===== src/rtl/axil_csr_slave.sv =====
// AXI4-Lite CSR slave for the matrix core: CTRL/STATUS/DIM/SRC/DST/ID.
// Optional AXIL_CSR_IRQ_EN adds IRQ_EN at 0x18 and a registered irq_o.
module axil_csr_slave #(
  parameter int          ADDR_W   = 8,
  parameter logic [31:0] ID_VALUE = 32'h4D41_5401
) (
  input  logic              ACLK,
  input  logic              ARST,
  input  logic              AWVALID,
  output logic              AWREADY,
  input  logic [ADDR_W-1:0] AWADDR,
  input  logic              WVALID,
  output logic              WREADY,
  input  logic [31:0]       WDATA,
  input  logic [3:0]        WSTRB,
  output logic              BVALID,
  input  logic              BREADY,
  output logic [1:0]        BRESP,
  input  logic              ARVALID,
  output logic              ARREADY,
  input  logic [ADDR_W-1:0] ARADDR,
  output logic              RVALID,
  input  logic              RREADY,
  output logic [31:0]       RDATA,
  output logic [1:0]        RRESP,
  output logic              start_o,
  input  logic              core_busy_i,
  input  logic              core_done_i,
  output logic [15:0]       dim_o,
  output logic [31:0]       src_addr_o,
  output logic [31:0]       dst_addr_o
`ifdef AXIL_CSR_IRQ_EN
  ,
  output logic              irq_o
`endif
);

  localparam int AW2 = ADDR_W - 2;
  localparam logic [AW2-1:0] IX_CTRL = AW2'(0);
  localparam logic [AW2-1:0] IX_STAT = AW2'(1);
  localparam logic [AW2-1:0] IX_DIM  = AW2'(2);
  localparam logic [AW2-1:0] IX_SRC  = AW2'(3);
  localparam logic [AW2-1:0] IX_DST  = AW2'(4);
  localparam logic [AW2-1:0] IX_ID   = AW2'(5);
`ifdef AXIL_CSR_IRQ_EN
  localparam logic [AW2-1:0] IX_IRQ  = AW2'(6);
`endif

  typedef enum logic [1:0] {
    WR_IDLE, WR_ADDR, WR_DATA, WR_RESP
  } wr_st_t;

  typedef enum logic {
    RD_IDLE, RD_DATA
  } rd_st_t;

  wr_st_t            wr_q, wr_d;
  rd_st_t            rd_q, rd_d;
  logic              rdy_q, rdy;
  logic [ADDR_W-1:0] addr_q;
  logic [31:0]       data_q;
  logic [3:0]        strb_q;
  logic              aw_lat, w_lat;
  logic              wr_commit;
  logic [ADDR_W-1:0] c_addr;
  logic [31:0]       c_data;
  logic [3:0]        c_strb;
  logic [AW2-1:0]    widx, ridx;
  logic              w_ok, r_ok;
  logic [1:0]        bresp_q;
  logic [31:0]       rdata_q, rmux;
  logic [1:0]        rresp_q;
  logic              start_q, done_q;
  logic [15:0]       dim_q;
  logic [31:0]       src_q, dst_q;
  logic [31:0]       dim_new, src_new, dst_new;
  logic              start_ev, w1c;
  logic              ar_hs;
  logic              unused_addr_lsb;

  function automatic logic [31:0] merge(
    input logic [31:0] o,
    input logic [31:0] n,
    input logic [3:0]  s
  );
    logic [31:0] r;
    r = o;
    for (int i = 0; i < 4; i++)
      if (s[i]) r[8*i+:8] = n[8*i+:8];
    return r;
  endfunction

  assign unused_addr_lsb = &{1'b0, AWADDR[1:0], ARADDR[1:0]};

  // Hold READY low through reset and for the reset-release edge.
  always_ff @(posedge ACLK) begin
    if (ARST) rdy_q <= 1'b0;
    else      rdy_q <= 1'b1;
  end

  assign rdy = rdy_q & ~ARST;

  // Write state, latched AW/W halves.
  always_ff @(posedge ACLK) begin
    if (ARST) begin
      wr_q   <= WR_IDLE;
      addr_q <= '0;
      data_q <= '0;
      strb_q <= '0;
    end else begin
      wr_q <= wr_d;
      if (aw_lat) addr_q <= AWADDR;
      if (w_lat) begin
        data_q <= WDATA;
        strb_q <= WSTRB;
      end
    end
  end

  // Write next-state, channel readies and commit source select.
  always_comb begin
    wr_d      = wr_q;
    AWREADY   = 1'b0;
    WREADY    = 1'b0;
    aw_lat    = 1'b0;
    w_lat     = 1'b0;
    wr_commit = 1'b0;
    c_addr    = AWADDR;
    c_data    = WDATA;
    c_strb    = WSTRB;
    unique case (wr_q)
      WR_IDLE: begin
        AWREADY = rdy;
        WREADY  = rdy;
        if (rdy && AWVALID && WVALID) begin
          wr_commit = 1'b1;
          wr_d      = WR_RESP;
        end else if (rdy && AWVALID) begin
          aw_lat = 1'b1;
          wr_d   = WR_ADDR;
        end else if (rdy && WVALID) begin
          w_lat = 1'b1;
          wr_d  = WR_DATA;
        end
      end
      WR_ADDR: begin
        WREADY = rdy;
        c_addr = addr_q;
        if (rdy && WVALID) begin
          wr_commit = 1'b1;
          wr_d      = WR_RESP;
        end
      end
      WR_DATA: begin
        AWREADY = rdy;
        c_data  = data_q;
        c_strb  = strb_q;
        if (rdy && AWVALID) begin
          wr_commit = 1'b1;
          wr_d      = WR_RESP;
        end
      end
      WR_RESP: begin
        if (BREADY) wr_d = WR_IDLE;
      end
      default: wr_d = WR_IDLE;
    endcase
  end

  assign widx     = c_addr[ADDR_W-1:2];
  assign dim_new  = merge({16'h0, dim_q}, c_data, c_strb);
  assign src_new  = merge(src_q, c_data, c_strb);
  assign dst_new  = merge(dst_q, c_data, c_strb);
  assign start_ev = wr_commit && widx == IX_CTRL &&
                    c_strb[0] && c_data[0] && !core_busy_i;
  assign w1c      = wr_commit && widx == IX_STAT &&
                    c_strb[0] && c_data[1];

  // Decode whether the write offset is mapped.
  always_comb begin
    w_ok = 1'b1;
    case (widx)
      IX_CTRL, IX_STAT, IX_DIM,
      IX_SRC, IX_DST, IX_ID: w_ok = 1'b1;
`ifdef AXIL_CSR_IRQ_EN
      IX_IRQ: w_ok = 1'b1;
`endif
      default: w_ok = 1'b0;
    endcase
  end

  // Register file update on the edge entering WR_RESP.
  always_ff @(posedge ACLK) begin
    if (ARST) begin
      bresp_q <= 2'b00;
      start_q <= 1'b0;
      dim_q   <= '0;
      src_q   <= '0;
      dst_q   <= '0;
    end else begin
      start_q <= start_ev;
      if (wr_commit) begin
        bresp_q <= w_ok ? 2'b00 : 2'b10;
        if (widx == IX_DIM) dim_q <= dim_new[15:0];
        if (widx == IX_SRC) src_q <= src_new;
        if (widx == IX_DST) dst_q <= dst_new;
      end
    end
  end

  // Sticky DONE; a new done pulse beats a same-cycle clear.
  always_ff @(posedge ACLK) begin
    if (ARST) done_q <= 1'b0;
    else      done_q <= core_done_i | (done_q & ~w1c);
  end

`ifdef AXIL_CSR_IRQ_EN
  logic irq_en_q, irq_q;

  // Interrupt enable register and registered interrupt.
  always_ff @(posedge ACLK) begin
    if (ARST) begin
      irq_en_q <= 1'b0;
      irq_q    <= 1'b0;
    end else begin
      if (wr_commit && widx == IX_IRQ && c_strb[0])
        irq_en_q <= c_data[0];
      irq_q <= done_q & irq_en_q;
    end
  end

  assign irq_o = irq_q;
`endif

  assign ar_hs = ARVALID & ARREADY;
  assign ridx  = ARADDR[ADDR_W-1:2];

  // Read data mux over current register values.
  always_comb begin
    rmux = '0;
    r_ok = 1'b1;
    case (ridx)
      IX_CTRL: rmux = '0;
      IX_STAT: rmux = {30'h0, done_q, core_busy_i};
      IX_DIM:  rmux = {16'h0, dim_q};
      IX_SRC:  rmux = src_q;
      IX_DST:  rmux = dst_q;
      IX_ID:   rmux = ID_VALUE;
`ifdef AXIL_CSR_IRQ_EN
      IX_IRQ:  rmux = {31'h0, irq_en_q};
`endif
      default: r_ok = 1'b0;
    endcase
  end

  // Read state and registered response.
  always_ff @(posedge ACLK) begin
    if (ARST) begin
      rd_q    <= RD_IDLE;
      rdata_q <= '0;
      rresp_q <= 2'b00;
    end else begin
      rd_q <= rd_d;
      if (ar_hs) begin
        rdata_q <= rmux;
        rresp_q <= r_ok ? 2'b00 : 2'b10;
      end
    end
  end

  // Read next-state.
  always_comb begin
    rd_d = rd_q;
    unique case (rd_q)
      RD_IDLE: if (ar_hs)  rd_d = RD_DATA;
      RD_DATA: if (RREADY) rd_d = RD_IDLE;
      default: rd_d = RD_IDLE;
    endcase
  end

  assign ARREADY    = rdy & (rd_q == RD_IDLE);
  assign RVALID     = (rd_q == RD_DATA);
  assign RDATA      = rdata_q;
  assign RRESP      = rresp_q;
  assign BVALID     = (wr_q == WR_RESP);
  assign BRESP      = bresp_q;
  assign start_o    = start_q;
  assign dim_o      = dim_q;
  assign src_addr_o = src_q;
  assign dst_addr_o = dst_q;

endmodule


===== config.mk =====
export PLATFORM = sky130hd
export DESIGN_NAME = axil_csr_slave
export DESIGN_NICKNAME = d
export VERILOG_FILES = /design/src/rtl/axil_csr_slave.sv
export SDC_FILE = /design/constraint.sdc
export NUM_CORES = 1
export LEC_CHECK = 0
export ABC_CLOCK_PERIOD_IN_PS = 5700
export CORE_MARGIN = 2
export CORE_UTILIZATION = 45
export CTS_CLUSTER_DIAMETER = 150
export DETAILED_ROUTE_END_ITERATION = 6
export GPL_TIMING_DRIVEN = 0
export MAX_ROUTING_LAYER = met4
export PLACE_DENSITY = 0.74
export SYNTH_ARGS = -nofsm -noshare
export SYNTH_HDL_FRONTEND = slang
export SYNTH_SLANG_ARGS = --single-unit

===== constraint.sdc =====
create_clock -name ACLK -period 5.7 [get_ports ACLK]
set_clock_uncertainty 0.05 [all_clocks]
set_input_delay 1.71 -clock ACLK [delete_from_list [all_inputs] [get_ports ACLK]]
set_output_delay 1.71 -clock ACLK [all_outputs]
set_load 0.005 [all_outputs]

==> flow_metrics.tcl <==
set metrics [dict create \
    core_um2 15800 \
    hpwl_mm 16.2 \
    vias_per_cell 5.32 \
    cp-end-kind "primary output" \
    grt_start_max_net_pins 17 \
    worstReg2RegStart "wr_q[1]$_SDFFE_PP0P_" \
    cts.clk_slew.worst_paths_ns 0.06 \
    io_pins 183 \
    p_comb_share_pct 19.9 \
    overflow 0 \
    cp_num_buf_inv 2 \
    final_cells 1198 \
    async_reset_ff_share_pct 0 \
    rsz0062_at_grt "no" \
    worstHoldPathType "flop to flop" \
    grt_pass1_wl_mm 33.2 \
    numPortBuffers 176 \
    cap_violations 0 \
    cts_tree "done" \
    fillers 1407 \
    die_w_um 131 \
    synthTopCellsByArea "dfxtp_1, mux2_2, nor2b_1" \
    pwr-share-clk_pct 39.4 \
    r2r_cells 7 \
    seq_area_um2 3240 \
    irDropWorstVdd_mv 0.219 \
    critical_path.max_stage_delay_ns 0.55 \
    finalCritPeriodShare_pct 87.8 \
    crit_start "ARST" \
    switching_power_mw 0.816 \
    clkLatencyLatePin_ns 0.43 \
    hold_violations 0 \
    gp_congestion 0.854 \
    cts_buffer_depth 2 \
    setup-tns-final_ns 0 \
    netlist_instances 774 \
    power_leakage_nw 3.50 \
    yosysSeqAreaShare_pct 44.9 \
    whs_path_depth 2 \
    vias 6369 \
    synth_ff_type "dfxtp_1" \
    drc 0 \
    p_int_mw 2.05 \
    crit_family "buffers and inverters" \
    cts_htree_levels 4 \
    crit_chain "clkdlybuf4s50_1 -> nand2b_1 -> nor2_1 -> clkdlybuf4s50_1" \
    slew_headroom_pct 48.5 \
    track_usage_pct 26.8 \
    crit_fanout 7 \
    worst_pin_slew_ns 0.772 \
    layout.nets 1036 \
    root_buffer "clkbuf_16" \
    area_delta_synth_final_pct 36.3 \
    die_area_um2 17100 \
    final_max_slew_viol_count 0 \
    ctsResizeCount 0 \
    dp_cells 1167 \
    ys_types 42 \
    cts_num_sinks 162 \
    power_density_nw_per_um2 291 \
    route.detailed.wl_per_inst_um 18.3 \
    p_seq_share_pct 40.8 \
    worst_path_most_repeated_cell "clkdlybuf4s50_1" \
    post_cts_buffers 0 \
    drtIter0Drc 357 \
    min_period_ns 5.00 \
    cts-buffers-inserted 17 \
    postRouteAntennaNets 0 \
    start_util_pct 45.9 \
    synth_edf_count 0 \
    syn_avg_cell_area_um2 9.34 \
    required_ns 3.94 \
    worstSetupPathType "primary input to primary output" \
    num_rows 46 \
    wirelength_mm 21.9 \
    final_common_cell "clkdlybuf4s50_1" \
    cp_data_arrival_time_ns 3.24 \
    outcome "complete, no violations" \
    netlist_area_um2 7230 \
    n_antenna_cell 0 \
    max_freq_mhz 200 \
    cp.depth 4 \
    yosysTopAreaCellShare_pct 44.9 \
    cpMaxStageDelayCell "clkdlybuf4s50_1" \
    mostFrequentLayoutCells "clkdlybuf4s50_1, dfxtp_1, nand2_1" \
    antenna_found_initial 0 \
    critPathCapture "ARREADY" \
    drive_gt1_share_pct 13.5 \
    p_sw_share_pct 28.4 \
    netlist.top_cell.by_area "dfxtp_1" \
    worstReg2RegEnd "dst_addr_o[3]$_SDFFE_PP0P_" \
    die_h_um 131 \
    multiInputGateArea_um2 3770 \
    ff2ff_setup_slack_ns 2.90 \
    ys_seq_elements 162 \
    firstDrtPassIters 5 \
    start_kind "primary input" \
    grt_pass1_vias 6051 \
    yosysWarnings 0 \
    holdBufCountCts 0 \
    setup_violations 0 \
]
-- metal layers --
layer | share of wire [%] | vias to the layer above | global-route usage, %
met4 | 2.5 | 0 | 9.32
met2 | 47 | 230 | 43.9
met3 | 6.9 | 32 | 6.19
met1 | 43 | 3047 | 32.5
li1 | - | 3060 | -
met5 | 0 | - | -
-- synth_stat cells, drive strengths merged (3+ instances only) --
master	instances
a211oi	3
a21o	8
a21oi	54
a221o	4
a22oi	32
a2bb2oi	10
buf	12
clkbuf	36
dfxtp	162
ha	5
inv	7
mux2	83
mux2i	45
nand2	99
nand2b	5
nand3	3
nand3b	4
nor2	74
nor2b	78
nor3	7
o21ai	23
or3	4
-- state kept, by name, summed over array words and instances, names as in the netlist, 2 cells and up --
name and cells:
RDATA 32, addr_q 6, data_q 32, dim_o 16, dst_addr_o 32, src_addr_o 32, strb_q 4, wr_q 2
-- worst reg2reg max path: cells and delay by family (launching register included) --
| family | cells | cell delay [ns] |
|---|---|---|
| flip-flops | 1 | 0.34 |
| AND/OR/NAND/NOR | 2 | 0.93 |
| multiplexers | 2 | 0.77 |
| buffers and inverters | 2 | 0.37 |
| adder cells (fa/ha/maj) | 1 | 0.23 |
-- power groups by stage --
stage          logic [mW]  clock network (mW)  registers [mW]
2_1_floorplan       0.380                   0            1.19
3_3_place_gp        0.561                   0            1.19
3_5_place_dp        0.564                   0            1.20
4_1_cts             0.567                1.14            1.17
5_1_grt             0.616                1.19            1.17
6_report            0.570                1.13            1.17
-- per-stage QoR --
| stage | hold slack (ns) | power [mW] | area [um^2] | util, % | setup WS, ns |
|---|---|---|---|---|---|
| 2_1_floorplan | 0.383 | 1.57 | 7230 | - | 1.94 |
| 3_3_place_gp | 0.390 | 1.75 | 9270 | 58.8 | 0.749 |
| 3_5_place_dp | 0.395 | 1.76 | 9270 | 58.8 | 0.727 |
| 4_1_cts | 0.403 | 2.88 | 9850 | 62.5 | 0.716 |
| 5_1_grt | 0.421 | 2.98 | 9850 | 62.5 | 0.692 |
| 6_report | 0.403 | 2.87 | 9850 | 62.5 | 0.697 |
-- worst min-delay path by stage --
stage,start,endpoint,slack (ns)
2_1_floorplan,data_q[0]$_SDFFE_PP0P_,data_q[0]$_SDFFE_PP0P_,0.38
5_1_grt,data_q[31]$_SDFFE_PP0P_,data_q[31]$_SDFFE_PP0P_,0.42
3_3_place_gp,strb_q[3]$_SDFFE_PP0P_,strb_q[3]$_SDFFE_PP0P_,0.39
3_5_place_dp,strb_q[3]$_SDFFE_PP0P_,strb_q[3]$_SDFFE_PP0P_,0.39
4_1_cts,strb_q[3]$_SDFFE_PP0P_,strb_q[3]$_SDFFE_PP0P_,0.40
6_report,RDATA[30]$_SDFFE_PP0P_,RDATA[30]$_SDFFE_PP0P_,0.40
-- cell families (layout without fill, tap and decap cells) --
logic type | count (synthesis) | in the layout | synth area share (%)
compound gates | 141 | 141 | 12.5
fa+ha+maj | 5 | 5 | 0.865
buf+inv | 55 | 262 | 3.03
flops | 162 | 162 | 44.9
mux | 128 | 128 | 19.2
other cells | 1 | 2 | 0.0519
simple gates | 282 | 282 | 19.5
-- layout make-up --
type	instances	share of cell area, %
Tap cell	216	2.74
Timing Repair Buffer	176	17.9
Buffer	48	1.96
Sequential cell	162	32.9
Clock inverter	12	1.36
Multi-Input combinational cell	558	38.3
Clock buffer	19	4.60
Inverter	7	0.267
Note: power is estimated with default switching activity, not from simulation.
==> RTL change 1 (same flow settings) <==
Add a define of `AXIL_CSR_IRQ_EN`.
--- a/src/rtl/axil_csr_slave.sv
+++ b/src/rtl/axil_csr_slave.sv
@@ -1,5 +1,7 @@
 // AXI4-Lite CSR slave for the matrix core: CTRL/STATUS/DIM/SRC/DST/ID.
 // Optional AXIL_CSR_IRQ_EN adds IRQ_EN at 0x18 and a registered irq_o.
+`define AXIL_CSR_IRQ_EN
+
 module axil_csr_slave #(
   parameter int          ADDR_W   = 8,
   parameter logic [31:0] ID_VALUE = 32'h4D41_5401
Check against the original RTL (old outputs only; new: irq_o): not equivalent (Yosys sat finds a counterexample within 4 cycles, from zero or initial values and one cycle with ARST high).
==> RTL change 1 against the original RTL <==
Sequential cell count grew 2. Sequential share of layout area increased by 0.12 points. Register-to-register slack better by 0.20 ns. Setup slack improved by 0.29 ns. Critical path depth did not move. Routed wire length increased by 3.2%. Total power decreased by 4.1%. Synthesized area is 2.0% higher. Global-route usage down 0.068 points. Non-clock buffer count rose by 14. First-iteration DRC count grew 2.0%. Final area rose by 0.88%.
==> RTL change 1: results (changes against the original RTL) <==
status = complete, no violations (unchanged)
post-route cell area = 9940 um2 (was 9850 um2)
#MultiIn Comb = 580 (was 558)
multi-input logic area = 3750 um2 (was 3770 um2)
met1 usage = 35.7% (was 32.5%)
gpl congestion = 0.931 (was 0.854)
sequential fraction of total cell area = 33.0% (was 32.9%)
WP data arrival = 2.95 ns (was 3.24 ns)
met3 usage = 5.57% (was 6.19%)
P per Cell Area = 277 nW/um2 (was 291 nW/um2)
Worst IR Drop VDD = 252 uV (was 219 uV)
Signal buffers = 238 (was 224)
r2r worst-path depth = 8 (was 7)
post-synth cell types = 62 (was 42)
vias in the first global route = 6399 (was 6051)
Non-Filler Instances = 1236 (was 1198)
Leak Pwr = 3.53 nW (was 3.50 nW)
Comb pwr share = 17.7% (was 19.9%)
M2 GR Usage = 40.2% (was 43.9%)
CTS Sinks = 164 (was 162)
top cells by area, synth = dfxtp_1, nand2_1, mux2i_1, mux2_2, a21oi_1 (was dfxtp_1, mux2_2, nor2b_1, mux2i_1, nand2_1)
total placed instance area = 9390 um2 (was 9270 um2)
fill count = 1402 (was 1407)
clock network area share = 5.54% (was 5.96%)
most frequent cells after synthesis = dfxtp_1, nand2_1, nor2_1, a21oi_1, nor2b_1 (was dfxtp_1, nand2_1, mux2_2, nor2b_1, nor2_1)
GRT Util Overall = 26.7% (was 26.8%)
pre-CTS WS = 0.965 ns (was 0.727 ns)
detailed placer's ending HPWL = 17000 um (was 16200 um)
share of cells above drive strength 1 = 13.3% (was 13.5%)
critical-path maximum fanout = 8 (was 7)
==> RTL change 1: path summary, 6_finish.rpt <==
kind                                 from         to  slack [ns]
worst max-delay path                 ARST     WREADY        0.99
worst min-delay path            RDATA[24]  RDATA[24]        0.40
worst max register to register    wr_q[0]  dim_o[10]        3.10
worst min register to register  RDATA[24]  RDATA[24]        0.40
==> RTL change 1: worst max-delay path: stages <==
cell and delay, ns:
buf_2 0.16, nor2b_1 0.39, o21a_1 0.19, clkdlybuf4s50_1 0.50
==> RTL change 1: layer usage <==
layer  up-vias  wire length, um
li1       3229                -
met1      3219            10300
met2       261            10400
met3        33             1390
met4         0              489
met5         -                0
==> RTL change 1: cells by family (layout without fill, tap and decap cells) <==
logic type,after synthesis,after routing,synth area share [%]
other,1,2,0.0509
muxes,86,86,12.8
and+or+nand+nor,305,305,20.3
AOI/OAI and AO/OA,182,182,16.7
buffers and inverters,70,276,4.70
adders and majority gates,5,5,0.848
DFF,164,164,44.5
==> RTL change 2 (config.mk and constraints unchanged) <==
Made on the original files. Encoding of `wr_st_t`: now one-hot (4 bits for 4 values).
--- a/src/rtl/axil_csr_slave.sv
+++ b/src/rtl/axil_csr_slave.sv
@@ -46,8 +46,8 @@
   localparam logic [AW2-1:0] IX_IRQ  = AW2'(6);
 `endif
 
-  typedef enum logic [1:0] {
-    WR_IDLE, WR_ADDR, WR_DATA, WR_RESP
+  typedef enum logic [3:0] {
+    WR_IDLE = 4'b0001, WR_ADDR = 4'b0010, WR_DATA = 4'b0100, WR_RESP = 4'b1000
   } wr_st_t;
 
   typedef enum logic {
Behaviour: no difference found for any inputs over 4 cycles, from zero or initial values and one cycle with ARST high; so few cycles prove little.
==> RTL change 2 against the original RTL <==
Final area increased by 2.1%. Critical path type unchanged. Setup slack worse by 0.31 ns. Synthesized area increased by 3.0%. Routed wire length rose by 17%. Maximum frequency down 5.8%. Sequential cell count up 2. Worst hold slack improved by 0.0020 ns. Via count up 17%.
Power is not compared: it rests on default switching activity, and its combinational part moved more than twofold at a synthesized area within 25%.
==> RTL change 2: results (changes against the original RTL) <==
r2r worst-path depth = 7 (unchanged)
most frequent cells after synthesis = nand2_1, dfxtp_1, a21oi_1, nor2_1, a211oi_2 (was dfxtp_1, nand2_1, mux2_2, nor2b_1, nor2_1)
hold path start = data_q[17] (was RDATA[30])
Worst setup endpoint = ARREADY (unchanged)
reg2reg end = dim_o[0] (was dst_addr_o[3])
top cells by area, synth = dfxtp_1, a21oi_1, nand2_1, a211oi_2, a211oi_1 (was dfxtp_1, mux2_2, nor2b_1, mux2i_1, nand2_1)
CP max stage cell = clkdlybuf4s50_1 (unchanged)
synthesized area per cell = 8.81 um2 (was 9.34 um2)
Leak Pwr = 3.46 nW
Hold Crit Class = flip-flop to flip-flop (unchanged)
clock root buffer = clkbuf_16 (unchanged)
sequential share of the synthesized area = 44.1% (was 44.9%)
metal3 WL = 2080 um (was 1510 um)
port buffer count = 175 (was 176)
total placed instance area = 9480 um2 (was 9270 um2)
Final WS setup = 0.387 ns (was 0.697 ns)
clk buf depth = 2 (unchanged)
drt initial violations = 768 (was 357)
Worst IR Drop VDD = 219 uV
antenna violations before repair = 0 (unchanged)
worst hold slack = 0.405 ns (was 0.403 ns)
Worst Hold Path EP = data_q[17] (was RDATA[30])
critical-path maximum fanout = 9 (was 7)
Worst-Margin Slew = 0.870 ns (was 0.772 ns)
Placed Cells = 1242 (was 1167)
met1 usage = 38.8% (was 32.5%)
met3 usage = 6.32% (was 6.19%)
gpl congestion = 0.915 (was 0.854)
Via Count = 7474 (was 6369)
vias in the first global route = 6745 (was 6051)
H-tree Lvls = 4 (unchanged)
share of cells above drive strength 1 = 12.0% (was 13.5%)
# hold bufs at CTS = 0 (unchanged)
Via-to-Cell Ratio = 5.88 (was 5.32)
post-synth cell types = 48 (was 42)
reg-to-reg slack, setup = 2.91 ns (was 2.90 ns)
n_diodes = 0 (unchanged)
final net count = 1102 (was 1036)
final WL = 25600 um (was 21900 um)
WP data arrival = 3.55 ns (was 3.24 ns)
DR WL met2 = 11900 um (was 10400 um)
fill count = 1434 (was 1407)
detailed placer's ending HPWL = 18900 um (was 16200 um)
largest stage delay on the critical path = 0.57 ns (was 0.55 ns)
status = complete, no violations (unchanged)
GRT Util Overall = 29.5% (was 26.8%)
first-pass GRT wire length = 38800 um (was 33200 um)
M2 GR Usage = 44.4% (was 43.9%)
worst flop-to-flop path startpoint = wr_q[3] (was wr_q[1])
met1 WL = 10700 um (was 9450 um)
CTS Buf Count = 17 (unchanged)
pre-CTS WS = 0.457 ns (was 0.727 ns)
==> RTL change 2: changes by cell type after synthesis, moves of 36 or more <==
cell / change
a211oi_2: +47
a21oi_1: +75
mux2i_1: -36
mux2_2: -74
nand2_1: +70
nor2b_1: -75
==> RTL change 2: area by class of cell <==
cell class	instances	area (um2)	area share (%)
Clock inverter	7	98.8	0.982
Multi-Input combinational cell	606	3770	37.4
Buffer	76	399	3.97
Clock buffer	22	484	4.81
Sequential cell	164	3280	32.6
Timing Repair Buffer	175	1750	17.4
Tap cell	220	275	2.74
Inverter	1	3.75	0.0373
==> RTL change 2: kinds of logic after synthesis <==
| group | Yosys count | synth area share, % |
|---|---|---|
| other cells | 1 | 0.0503 |
| buf+inv | 77 | 5.41 |
| simple gates | 292 | 17.9 |
| mux | 16 | 2.27 |
| flops | 164 | 44.1 |
| compound gates | 296 | 30.3 |
==> RTL change 2: report_power, final <==
group	switching [mW]	internal, mW
Combinational	0.128	0.0815
Sequential	0.00816	1.16
Clock	0.461	0.685
